`src/rtl/move_dispatcher.sv`:
```
// Move dispatcher: queues encoded moves, validates them and strobes each one to the board updater.
// Latency: push at N -> err at N+2 or enable at N+3, done at N+3+SETTLE_CYCLES.
// Backpressure: mv_ready drops while the move queue is full or while a board clear is in progress.
module move_dispatcher #(
    parameter int DEPTH         = 4,
    parameter int SETTLE_CYCLES = 2,
    parameter int CNT_W         = 16
) (
    input  logic             clk,
    input  logic             reset_n,
    input  logic             engineColor,
    input  logic             clear_req,
    input  logic             mv_valid,
    output logic             mv_ready,
    input  logic [5:0]       mv_from,
    input  logic [5:0]       mv_to,
    input  logic [5:0]       mv_piece,
    input  logic [5:0]       mv_capt,
    input  logic [2:0]       mv_castle,
    input  logic [4:0]       mv_ep,
    output logic             enable,
    output logic             clear,
    output logic [63:0]      initialPosition,
    output logic [63:0]      movedPosition,
    output logic [5:0]       movingPiece,
    output logic [5:0]       capturedPiece,
    output logic [2:0]       castling,
    output logic [4:0]       enpassant,
    output logic             engineColorOut,
    output logic             busy,
    output logic             done,
    output logic             err,
    output logic [1:0]       err_code,
    output logic [CNT_W-1:0] move_count
);

    localparam int AW = $clog2(DEPTH);
    localparam int SW = $clog2(SETTLE_CYCLES + 1);
    localparam logic [SW-1:0] SETTLE_LAST = SW'(SETTLE_CYCLES);

    typedef struct packed {
        logic [5:0] from;
        logic [5:0] to;
        logic [5:0] piece;
        logic [5:0] capt;
        logic [2:0] castle;
        logic [4:0] ep;
    } move_t;

    typedef enum logic [2:0] {
        S_IDLE,
        S_LOAD,
        S_CHECK,
        S_ISSUE,
        S_SETTLE,
        S_CLEARING
    } state_t;

    state_t           state_q;
    move_t            fifo_q [DEPTH];
    logic [AW:0]      wr_ptr_q;
    logic [AW:0]      rd_ptr_q;
    move_t            work_q;
    logic [1:0]       chk_q;
    logic [SW-1:0]    settle_q;
    logic             enable_q;
    logic             clear_q;
    logic             done_q;
    logic             err_q;
    logic [1:0]       err_code_q;
    logic [CNT_W-1:0] move_count_q;
    logic [63:0]      init_pos_q;
    logic [63:0]      moved_pos_q;
    logic [5:0]       piece_q;
    logic [5:0]       capt_q;
    logic [2:0]       castle_q;
    logic [4:0]       ep_q;

    logic             fifo_empty;
    logic             fifo_full;
    logic             push_d;
    logic             pop_d;
    move_t            head_d;
    move_t            in_d;
    logic [1:0]       chk_d;

    assign fifo_empty = (wr_ptr_q == rd_ptr_q);
    assign fifo_full  = (wr_ptr_q[AW-1:0] == rd_ptr_q[AW-1:0]) && (wr_ptr_q[AW] != rd_ptr_q[AW]);
    assign mv_ready   = !fifo_full && (state_q != S_CLEARING);
    // A push coinciding with a clear request is discarded along with the flushed queue.
    assign push_d     = mv_valid && mv_ready && !clear_req;
    assign pop_d      = (state_q == S_LOAD) && !clear_req;
    assign head_d     = fifo_q[rd_ptr_q[AW-1:0]];
    assign in_d       = '{from: mv_from, to: mv_to, piece: mv_piece, capt: mv_capt,
                          castle: mv_castle, ep: mv_ep};

    always_comb begin
        chk_d = 2'b00;
        if (head_d.from == head_d.to) begin
            chk_d = 2'b01;
        end else if (!$onehot(head_d.piece) || !$onehot0(head_d.capt) ||
                     !$onehot(head_d.castle) || !$onehot(head_d.ep)) begin
            chk_d = 2'b10;
        end else if (head_d.capt == 6'b100000) begin
            chk_d = 2'b11;
        end
    end

    always_ff @(posedge clk) begin
        if (push_d) begin
            fifo_q[wr_ptr_q[AW-1:0]] <= in_d;
        end
    end

    always_ff @(posedge clk or negedge reset_n) begin
        if (!reset_n) begin
            wr_ptr_q <= '0;
            rd_ptr_q <= '0;
        end else if (clear_req) begin
            wr_ptr_q <= '0;
            rd_ptr_q <= '0;
        end else begin
            if (push_d) begin
                wr_ptr_q <= wr_ptr_q + 1'b1;
            end
            if (pop_d) begin
                rd_ptr_q <= rd_ptr_q + 1'b1;
            end
        end
    end

    always_ff @(posedge clk or negedge reset_n) begin
        if (!reset_n) begin
            state_q      <= S_IDLE;
            work_q       <= '0;
            chk_q        <= 2'b00;
            settle_q     <= '0;
            enable_q     <= 1'b0;
            clear_q      <= 1'b0;
            done_q       <= 1'b0;
            err_q        <= 1'b0;
            err_code_q   <= 2'b00;
            move_count_q <= '0;
            init_pos_q   <= '0;
            moved_pos_q  <= '0;
            piece_q      <= '0;
            capt_q       <= '0;
            castle_q     <= '0;
            ep_q         <= '0;
        end else if (clear_req) begin
            state_q      <= S_CLEARING;
            clear_q      <= 1'b1;
            enable_q     <= 1'b0;
            done_q       <= 1'b0;
            err_q        <= 1'b0;
            move_count_q <= '0;
        end else begin
            enable_q <= 1'b0;
            clear_q  <= 1'b0;
            done_q   <= 1'b0;
            err_q    <= 1'b0;
            case (state_q)
                S_IDLE: begin
                    if (!fifo_empty) begin
                        state_q <= S_LOAD;
                    end
                end
                S_LOAD: begin
                    work_q  <= head_d;
                    chk_q   <= chk_d;
                    state_q <= S_CHECK;
                    // Rejection is flagged as the move enters CHECK so err lands at push+2.
                    if (chk_d != 2'b00) begin
                        err_q      <= 1'b1;
                        err_code_q <= chk_d;
                    end
                end
                S_CHECK: begin
                    if (chk_q == 2'b00) begin
                        state_q      <= S_ISSUE;
                        enable_q     <= 1'b1;
                        move_count_q <= move_count_q + CNT_W'(1);
                        init_pos_q   <= 64'd1 << work_q.from;
                        moved_pos_q  <= 64'd1 << work_q.to;
                        piece_q      <= work_q.piece;
                        capt_q       <= work_q.capt;
                        castle_q     <= work_q.castle;
                        ep_q         <= work_q.ep;
                    end else begin
                        state_q <= S_IDLE;
                    end
                end
                S_ISSUE: begin
                    state_q  <= S_SETTLE;
                    settle_q <= SW'(1);
                    done_q   <= (SETTLE_LAST == SW'(1));
                end
                S_SETTLE: begin
                    if (settle_q == SETTLE_LAST) begin
                        // Chain straight into the next queued move to keep issue spacing at 3+SETTLE.
                        state_q <= fifo_empty ? S_IDLE : S_LOAD;
                    end else begin
                        settle_q <= settle_q + SW'(1);
                        done_q   <= ((settle_q + SW'(1)) == SETTLE_LAST);
                    end
                end
                S_CLEARING: begin
                    state_q <= S_IDLE;
                end
                default: begin
                    state_q <= S_IDLE;
                end
            endcase
        end
    end

    assign enable          = enable_q;
    assign clear           = clear_q;
    assign initialPosition = init_pos_q;
    assign movedPosition   = moved_pos_q;
    assign movingPiece     = piece_q;
    assign capturedPiece   = capt_q;
    assign castling        = castle_q;
    assign enpassant       = ep_q;
    assign engineColorOut  = engineColor;
    assign busy            = (state_q != S_IDLE);
    assign done            = done_q;
    assign err             = err_q;
    assign err_code        = err_code_q;
    assign move_count      = move_count_q;

endmodule

```
`config.mk`:
```
export PLATFORM = sky130hd
export DESIGN_NAME = move_dispatcher
export DESIGN_NICKNAME = d
export VERILOG_FILES = /design/src/rtl/move_dispatcher.sv
export SDC_FILE = /design/constraint.sdc
export NUM_CORES = 1
export LEC_CHECK = 0
export ABC_AREA = 0
export CAP_MARGIN = 20
export CORE_ASPECT_RATIO = 1.5
export CORE_MARGIN = 4
export CORE_UTILIZATION = 58
export DETAILED_ROUTE_END_ITERATION = 8
export PLACE_DENSITY = 0.95
export SLEW_MARGIN = 0
export SYNTH_ARGS = -nofsm -noshare
export SYNTH_HDL_FRONTEND = slang
export SYNTH_SLANG_ARGS = --single-unit
```
`constraint.sdc`:
```
create_clock -name clk -period 10.95 [get_ports clk]
set_input_delay 1.095 -clock clk [delete_from_list [all_inputs] [get_ports clk]]
set_output_delay 1.095 -clock clk [all_outputs]
set_load 0.03 [all_outputs]
```
==> out/qor.txt, run 1 <==
hold wc startpoint: work_q[1]$_DFFE_PN0P_
total power: 3.90 mW
max-cap violations: 0
Reg2Reg Capture Point: err_code[1]$_DFFE_PN0P_
Synth Register Bits: 343
Num CTS Buffers: 30
antenna cells: 0
Slew headroom: 38.1%
Placeable Area: 0.0237 mm2
Slowest cell on crit path: mux4_2
initial core utilization: 58.6%
Die Ht: 197 um
Netlist cell types: 54
Period minus WS final: 4540 ps
Synth Area per Inst: 12.7 um2
met1 Use GR: 30.2%
total grt overflow: 0
synthesized net count: 1154
dominant cell type by area after synthesis: dfrtp_1
netlist area before placement: 0.0139 mm2
H-tree levels: 1
number of antenna violations at the first check in global routing: 0
Internal Power: 2.58 mW
Worst setup EP type: flop
Total Wirelength: 34100 um
Post-Layout Cell Count: 1626
largest net degree at the start of global routing: 98
vias in the first global route: 9876
worst setup margin: 6410 ps
R2R Setup Slk: 6410 ps
row cnt: 69
hold depth: 2
DRC Markers: 0
HPWL reported at the end of detailed placement: 23200 um
Critical R2R Launch: rd_ptr_q[0]$_DFFE_PN0P_
Post-Route Setup TNS: 0 ps
final setup vio count: 0
outcome: finished clean
async set-or-reset flop fraction in the synthesized netlist: 62.7%
CP Max Fanout: 37
PortBufs: 207
combinational share of power: 27.4%
Crit path required time: 11340 ps
post-route clock period utilization: 41.5%
All-Layer GR Usage: 25.8%
# IOs: 210
Post-Place Cells: 1570
Final Hold Violating Endpoints: 0
CTS Root Cell: clkbuf_16
Avg WL per Cell: 21.0 um
Sequential Power Share: 44.4%
Final Slew Violations: 0
startpoint type of the worst setup path: flop
CTS Buffer Depth: 3
Worst R2R Path Depth: 12
die footprint: 0.0265 mm2
routed via count: 9577
Avg Vias per Cell: 5.89
clock tree sinks: 343
Setup Buffers After CTS: 0
drt initial violations: 886
sw frac: 33.8%
Hold EP: enpassant[1]$_DFFE_PN0P_
DIE WIDTH: 134 um
GRT met2 Usage: 47.6%
critical setup path kind: flop to flop
RSZ-0062 raised after global routing: false
post-cts sizing count: 0
met3 global-route usage: 3.72%
# hold bufs at CTS: 0
Power Dens Cells: 227 mW/mm2
GRT busiest layer: met2
DR pass1 iterations: 5
antenna viol nets, final: 0
cell mode on critical path: inv_1
synth top area cells: dfrtp_1 (39%), edfxtp_1 (28%), nand2_1 (7.8%)
worst vdd ir: 0.000190 V
worst stage delay on the critical path: 630 ps
Hold WC Path Type: flop to flop
Synth Warn #: 0
Synth Instances: 1096
first-pass GRT wire length: 53700 um
Switch Pwr: 1.32 mW
FMAX: 220 MHz
CTS tree: yes
pre-CTS WS: 6530 ps
sequential share of the synthesized area: 66.5%
CTS clk-pin slew, worst paths: 70 ps
nets@finish: 1341
area share of the leading cell type in the synthesized netlist: 38.8%
clk_skew: 19.3 ps
static leakage: 7.06 nW
arrival time worst endpoint: 4930 ps
GPL Wtd Cong: 0.869
worst skew pair latency: 560 ps
Post-synth EDFFs: 128
share of cells above drive strength 1: 8.72%
Top FF cell, synth: dfrtp_1
actual slew at the worst max-slew pin: 928 ps
Clock Power Share: 28.2%
crit-path cells: buf_4 > mux4_2 > fa_1 > inv_1 > fa_1 > inv_1 > ha_1 > or4b_2 > nor4_1 > inv_1 > o21ai_0 > a21oi_1
synth-to-layout area growth: 24.0%
sequential cells by signal, summed over array words and instances (netlist names), 3 cells and up:
name	count
rd_ptr_q	3
state_q	3
wr_ptr_q	3
enpassant	5
fifo_q	128
move_count	16
movingPiece	6
work_q	32
capturedPiece	6
initialPosition	64
movedPosition	64
castling	3
worst max-delay path: cells and delay by family (launching register included):
kind	cells	cell delay (ps)
adder cells (fa/ha/maj)	3	1130
AND/OR/NAND/NOR	2	1060
buffers and inverters	4	760
multiplexers	1	630
AO/OA/AOI/OAI	2	450
flip-flops	1	350
how the worst max path moves through the flow:
stage	startpoint	end	slack [ps]	cells after the start
after global placement	rd_ptr_q[0]$_DFFE_PN0P_	err_code[1]$_DFFE_PN0P_	6600	12
after floorplan	rd_ptr_q[0]$_DFFE_PN0P_	err$_DFF_PN0_	6590	13
after CTS	rd_ptr_q[0]$_DFFE_PN0P_	err_code[1]$_DFFE_PN0P_	6360	12
after detailed placement	rd_ptr_q[0]$_DFFE_PN0P_	err_code[1]$_DFFE_PN0P_	6530	12
final	rd_ptr_q[0]$_DFFE_PN0P_	err_code[1]$_DFFE_PN0P_	6410	12
after global routing	rd_ptr_q[0]$_DFFE_PN0P_	err_code[1]$_DFFE_PN0P_	6140	14
layout make-up:
type	count	area, um2
clock buffers	44	866
clock inverters	12	168
inverters	31	116
multi-input cells	656	4250
fillers	1445	6450
well taps	319	399
repair buffers	221	2180
flip-flops and latches	343	9230
synth_stat cells (all sizes together), types with 2 or more instances:
cell type,count
or4,2
and2,8
a22o,2
a21oi,7
a32o,4
xor2,16
inv,31
and3,4
a31oi,3
dfrtp,215
o21ai,54
or3,2
edfxtp,128
mux4,31
nor2,32
mux2i,2
fa,9
o31ai,66
nand3b,5
and4,4
nor3,3
mux2,5
nand4,7
ha,12
nor2b,11
clkbuf,38
buf,28
xnor2,9
nand2,291
nor3b,2
nor4,3
or2,3
nand2b,12
o22ai,2
o41ai,20
nand3,19
or4b,2
layer usage:
| layer | vias up | share of wire, % |
|---|---|---|
| li1 | 4223 | - |
| met1 | 4816 | 35 |
| met2 | 439 | 55 |
| met3 | 99 | 6.0 |
| met4 | 0 | 4.1 |
| met5 | - | 0 |
placed cells by master (no fill, tap or decap), types with 4 or more instances in the layout:
| cell type | n |
|---|---|
| clkbuf_1 | 7 |
| ha_1 | 12 |
| clkbuf_8 | 4 |
| clkdlybuf4s50_1 | 206 |
| nand3b_1 | 5 |
| clkbuf_16 | 31 |
| mux2_2 | 5 |
| fa_1 | 9 |
| a21oi_1 | 7 |
| and2_1 | 8 |
| nor2b_1 | 11 |
| xor2_1 | 16 |
| o31ai_1 | 64 |
| nor2_1 | 32 |
| edfxtp_1 | 128 |
| dfrtp_1 | 214 |
| nand2b_1 | 12 |
| nand4_1 | 7 |
| a32o_1 | 4 |
| and4_1 | 4 |
| xnor2_1 | 9 |
| o41ai_1 | 19 |
| buf_4 | 14 |
| nand2_1 | 289 |
| mux4_2 | 31 |
| and3_1 | 4 |
| inv_1 | 31 |
| o21ai_0 | 52 |
| bufinv_16 | 4 |
| nand3_1 | 19 |
power by group through the flow:
stage | clock network [mW] | registers (mW) | logic [mW]
floorplan | 0 | 1.89 | 0.460
global placement | 0 | 1.73 | 1.01
detailed placement | 0 | 1.75 | 1.06
CTS | 1.11 | 1.73 | 1.08
global route | 1.17 | 1.76 | 1.15
finish | 1.10 | 1.73 | 1.07
per-stage QoR:
step,hold slack [ps],instance area (um2),utilization (%)
6_report,471,17200,72.7
5_1_grt,499,17200,72.7
4_1_cts,469,17200,72.7
3_5_place_dp,449,16200,68.4
3_3_place_gp,453,16200,68.4
2_1_floorplan,439,13900,-
cell families (layout without fill, tap and decap cells):
| family | count (synthesis) | count (layout) | share of synthesized area [%] |
|---|---|---|---|
| buffers and inverters | 97 | 308 | 2.90 |
| XOR/XNOR | 25 | 25 | 1.58 |
| flip-flops | 343 | 343 | 66.5 |
| adder cells (fa/ha/maj) | 21 | 21 | 2.38 |
| multiplexers | 38 | 38 | 5.58 |
| AO/OA/AOI/OAI | 160 | 160 | 7.92 |
| AND/OR/NAND/NOR | 412 | 412 | 13.1 |
No activity file was read; power rests on OpenSTA's default activity.
==> run 2: changes to the inputs <==
CORE_UTILIZATION = 49   (was 58)
PLACE_DENSITY = 0.87   (was 0.95)
clock period = 3.7 ns   (was 10.95 ns; I/O delays follow)
==> run 2 against run 1 <==
  * The flow now finishes with violations (setup timing)
  * Cell area rose by 1.3%
  * Hold slack got worse by 41 ps
  * Cell count is 2.5% higher
  * Flip-flop and latch count stayed put
  * Utilization shrank 10 points
  * Non-clock buffer count grew 12
  * Largest cell class unchanged
==> out/qor.txt, run 2 (synthesis results as in run 1) <==
routed via count: 9470
Hold WC Path Type: input pin to flop
DIE WIDTH: 145 um
initial core utilization: 49.6%
R2R Setup Slk: -60 ps
outcome: finished, violations left
Reg2Reg Capture Point: err$_DFF_PN0_
HPWL reported at the end of detailed placement: 23400 um
vias in the first global route: 9931
total grt overflow: 0
clock tree sinks: 343
final setup vio count: 1
Power Dens Cells: 667 mW/mm2
Final Hold Violating Endpoints: 0
All-Layer GR Usage: 21.4%
hold wc startpoint: mv_from[5]
max reg flops: 128
actual slew at the worst max-slew pin: 967 ps
# IOs: 210
share of cells above drive strength 1: 10.2%
CTS clk-pin slew, worst paths: 70 ps
Critical R2R Launch: rd_ptr_q[0]$_DFFE_PN0P_
worst vdd ir: 0.000483 V
pre-CTS WS: -77.8 ps
most frequent cells in the layout: nand2_1 (289), dfrtp_1 (214), clkdlybuf4s50_1 (206)
Num CTS Buffers: 31
Crit path required time: 4150 ps
critical setup path kind: flop to flop
violated checks: setup timing
Slew headroom: 35.5%
most common cell after layout, fill and taps aside: nand2_1
Die Ht: 214 um
Avg WL per Cell: 20.3 um
number of antenna violations at the first check in global routing: 1
static leakage: 7.13 nW
Hold WS: 430 ps
CTS Root Cell: clkbuf_16
die footprint: 0.0311 mm2
synth-to-layout area growth: 25.7%
crit path from: rd_ptr_q[0]$_DFFE_PN0P_
crit-path cells: buf_6 > mux4_2 > fa_1 > inv_1 > fa_1 > inv_1 > ha_1 > or4b_4 > nor4_4 > a21oi_1 > or2_2
max-cap violations: 0
Worst setup EP type: flop
row cnt: 75
FMAX: 266 MHz
post-route clock period utilization: 102%
clk_skew: 18.2 ps
DR pass1 iterations: 5
drt initial violations: 656
GPL Wtd Cong: 0.827
Final Slew Violations: 0
design area: 0.0174 mm2
Avg Vias per Cell: 5.68
Final Util: 62.4%
Worst R2R Path Depth: 11
Hold EP: fifo_q[0][31]$_DFFE_PP_
Period minus WS final: 3760 ps
Slowest cell on crit path: fa_1
antenna cells: 0
worst skew pair latency: 580 ps
PortBufs: 207
worst setup margin: -64.8 ps
RSZ-0062 raised after global routing: true
placed instance area: 0.0163 mm2
hold depth: 1
nets@finish: 1354
largest net degree at the start of global routing: 117
Total Wirelength: 33800 um
arrival time worst endpoint: 4210 ps
worst stage delay on the critical path: 570 ps
CP Max Fanout: 10
Post-Route Setup TNS: -64.8 ps
Placeable Area: 0.0280 mm2
startpoint type of the worst setup path: flop
DRC Markers: 0
H-tree levels: 1
first-pass GRT wire length: 53700 um
CTS Buffer Depth: 3
CTS tree: yes
antenna viol nets, final: 0
[run 2: cell count changes in the layout (fill, tap and decap cells not counted), sizes merged]
cell,change
buf,+11
bufinv,+1
clkbuf,-7
clkinv,+4
clkinvlp,+3
dlygate4sd3,+1
inv,+1
[run 2: final cells by class]
type                    instances  area, um2
flip-flops and latches        343       9230
clock inverters                21        238
multi-input cells             656       4280
inverters                      31        116
fillers                      2012      10500
well taps                     346        433
clock buffers                  37        818
repair buffers                233       2330
[run 2: worst max path at each step]
stage	end	slack, ps
floorplan	err$_DFF_PN0_	-90
global placement	err$_DFF_PN0_	80
detailed placement	err$_DFF_PN0_	-80
CTS	err$_DFF_PN0_	-20
global route	err$_DFF_PN0_	-210
finish	err$_DFF_PN0_	-60
[run 2: repair_timing]
action | CTS | global route
pin swaps | 1 | 0
hold endpoints to repair | 113 | 0
setup buffers | 2 | 2
hold buffers | 1 | 0
resized for setup | 2 | 5
endpoints found under the setup margin | 4 | 5
[run 2: report_power, final]
group          switching [mW]  internal [mW]  total [mW]  leakage, nW
logic                    1.96           1.25        3.21         2.69
clock network            1.37           1.92        3.30        0.507
registers               0.595           4.53        5.13         3.93
[run 2: per-layer routing]
layer  vias to the layer above  share of wire (%)  global-route usage, %
met1                      4697                 36                   24.7
met5                         -              0.035                      0
met3                       104                6.5                   3.47
met4                         2                5.2                   11.0
li1                       4264                  -                      -
met2                       403                 52                   38.3
[run 2: critical path: cells and delay by family (launching register included)]
| kind | cells | cell delay, ps |
|---|---|---|
| and+or+nand+nor | 3 | 1120 |
| DFF | 1 | 400 |
| muxes | 1 | 550 |
| buffers and inverters | 3 | 290 |
| AOI/OAI and AO/OA | 1 | 120 |
| adders and majority gates | 3 | 1140 |
[run 2: per-stage QoR]
stage               cells  power (mW)
finish               1667        11.6
global route         1667        12.2
CTS                  1665        11.7
detailed placement   1604        8.35
global placement     1604        8.18
floorplan            1096        7.00
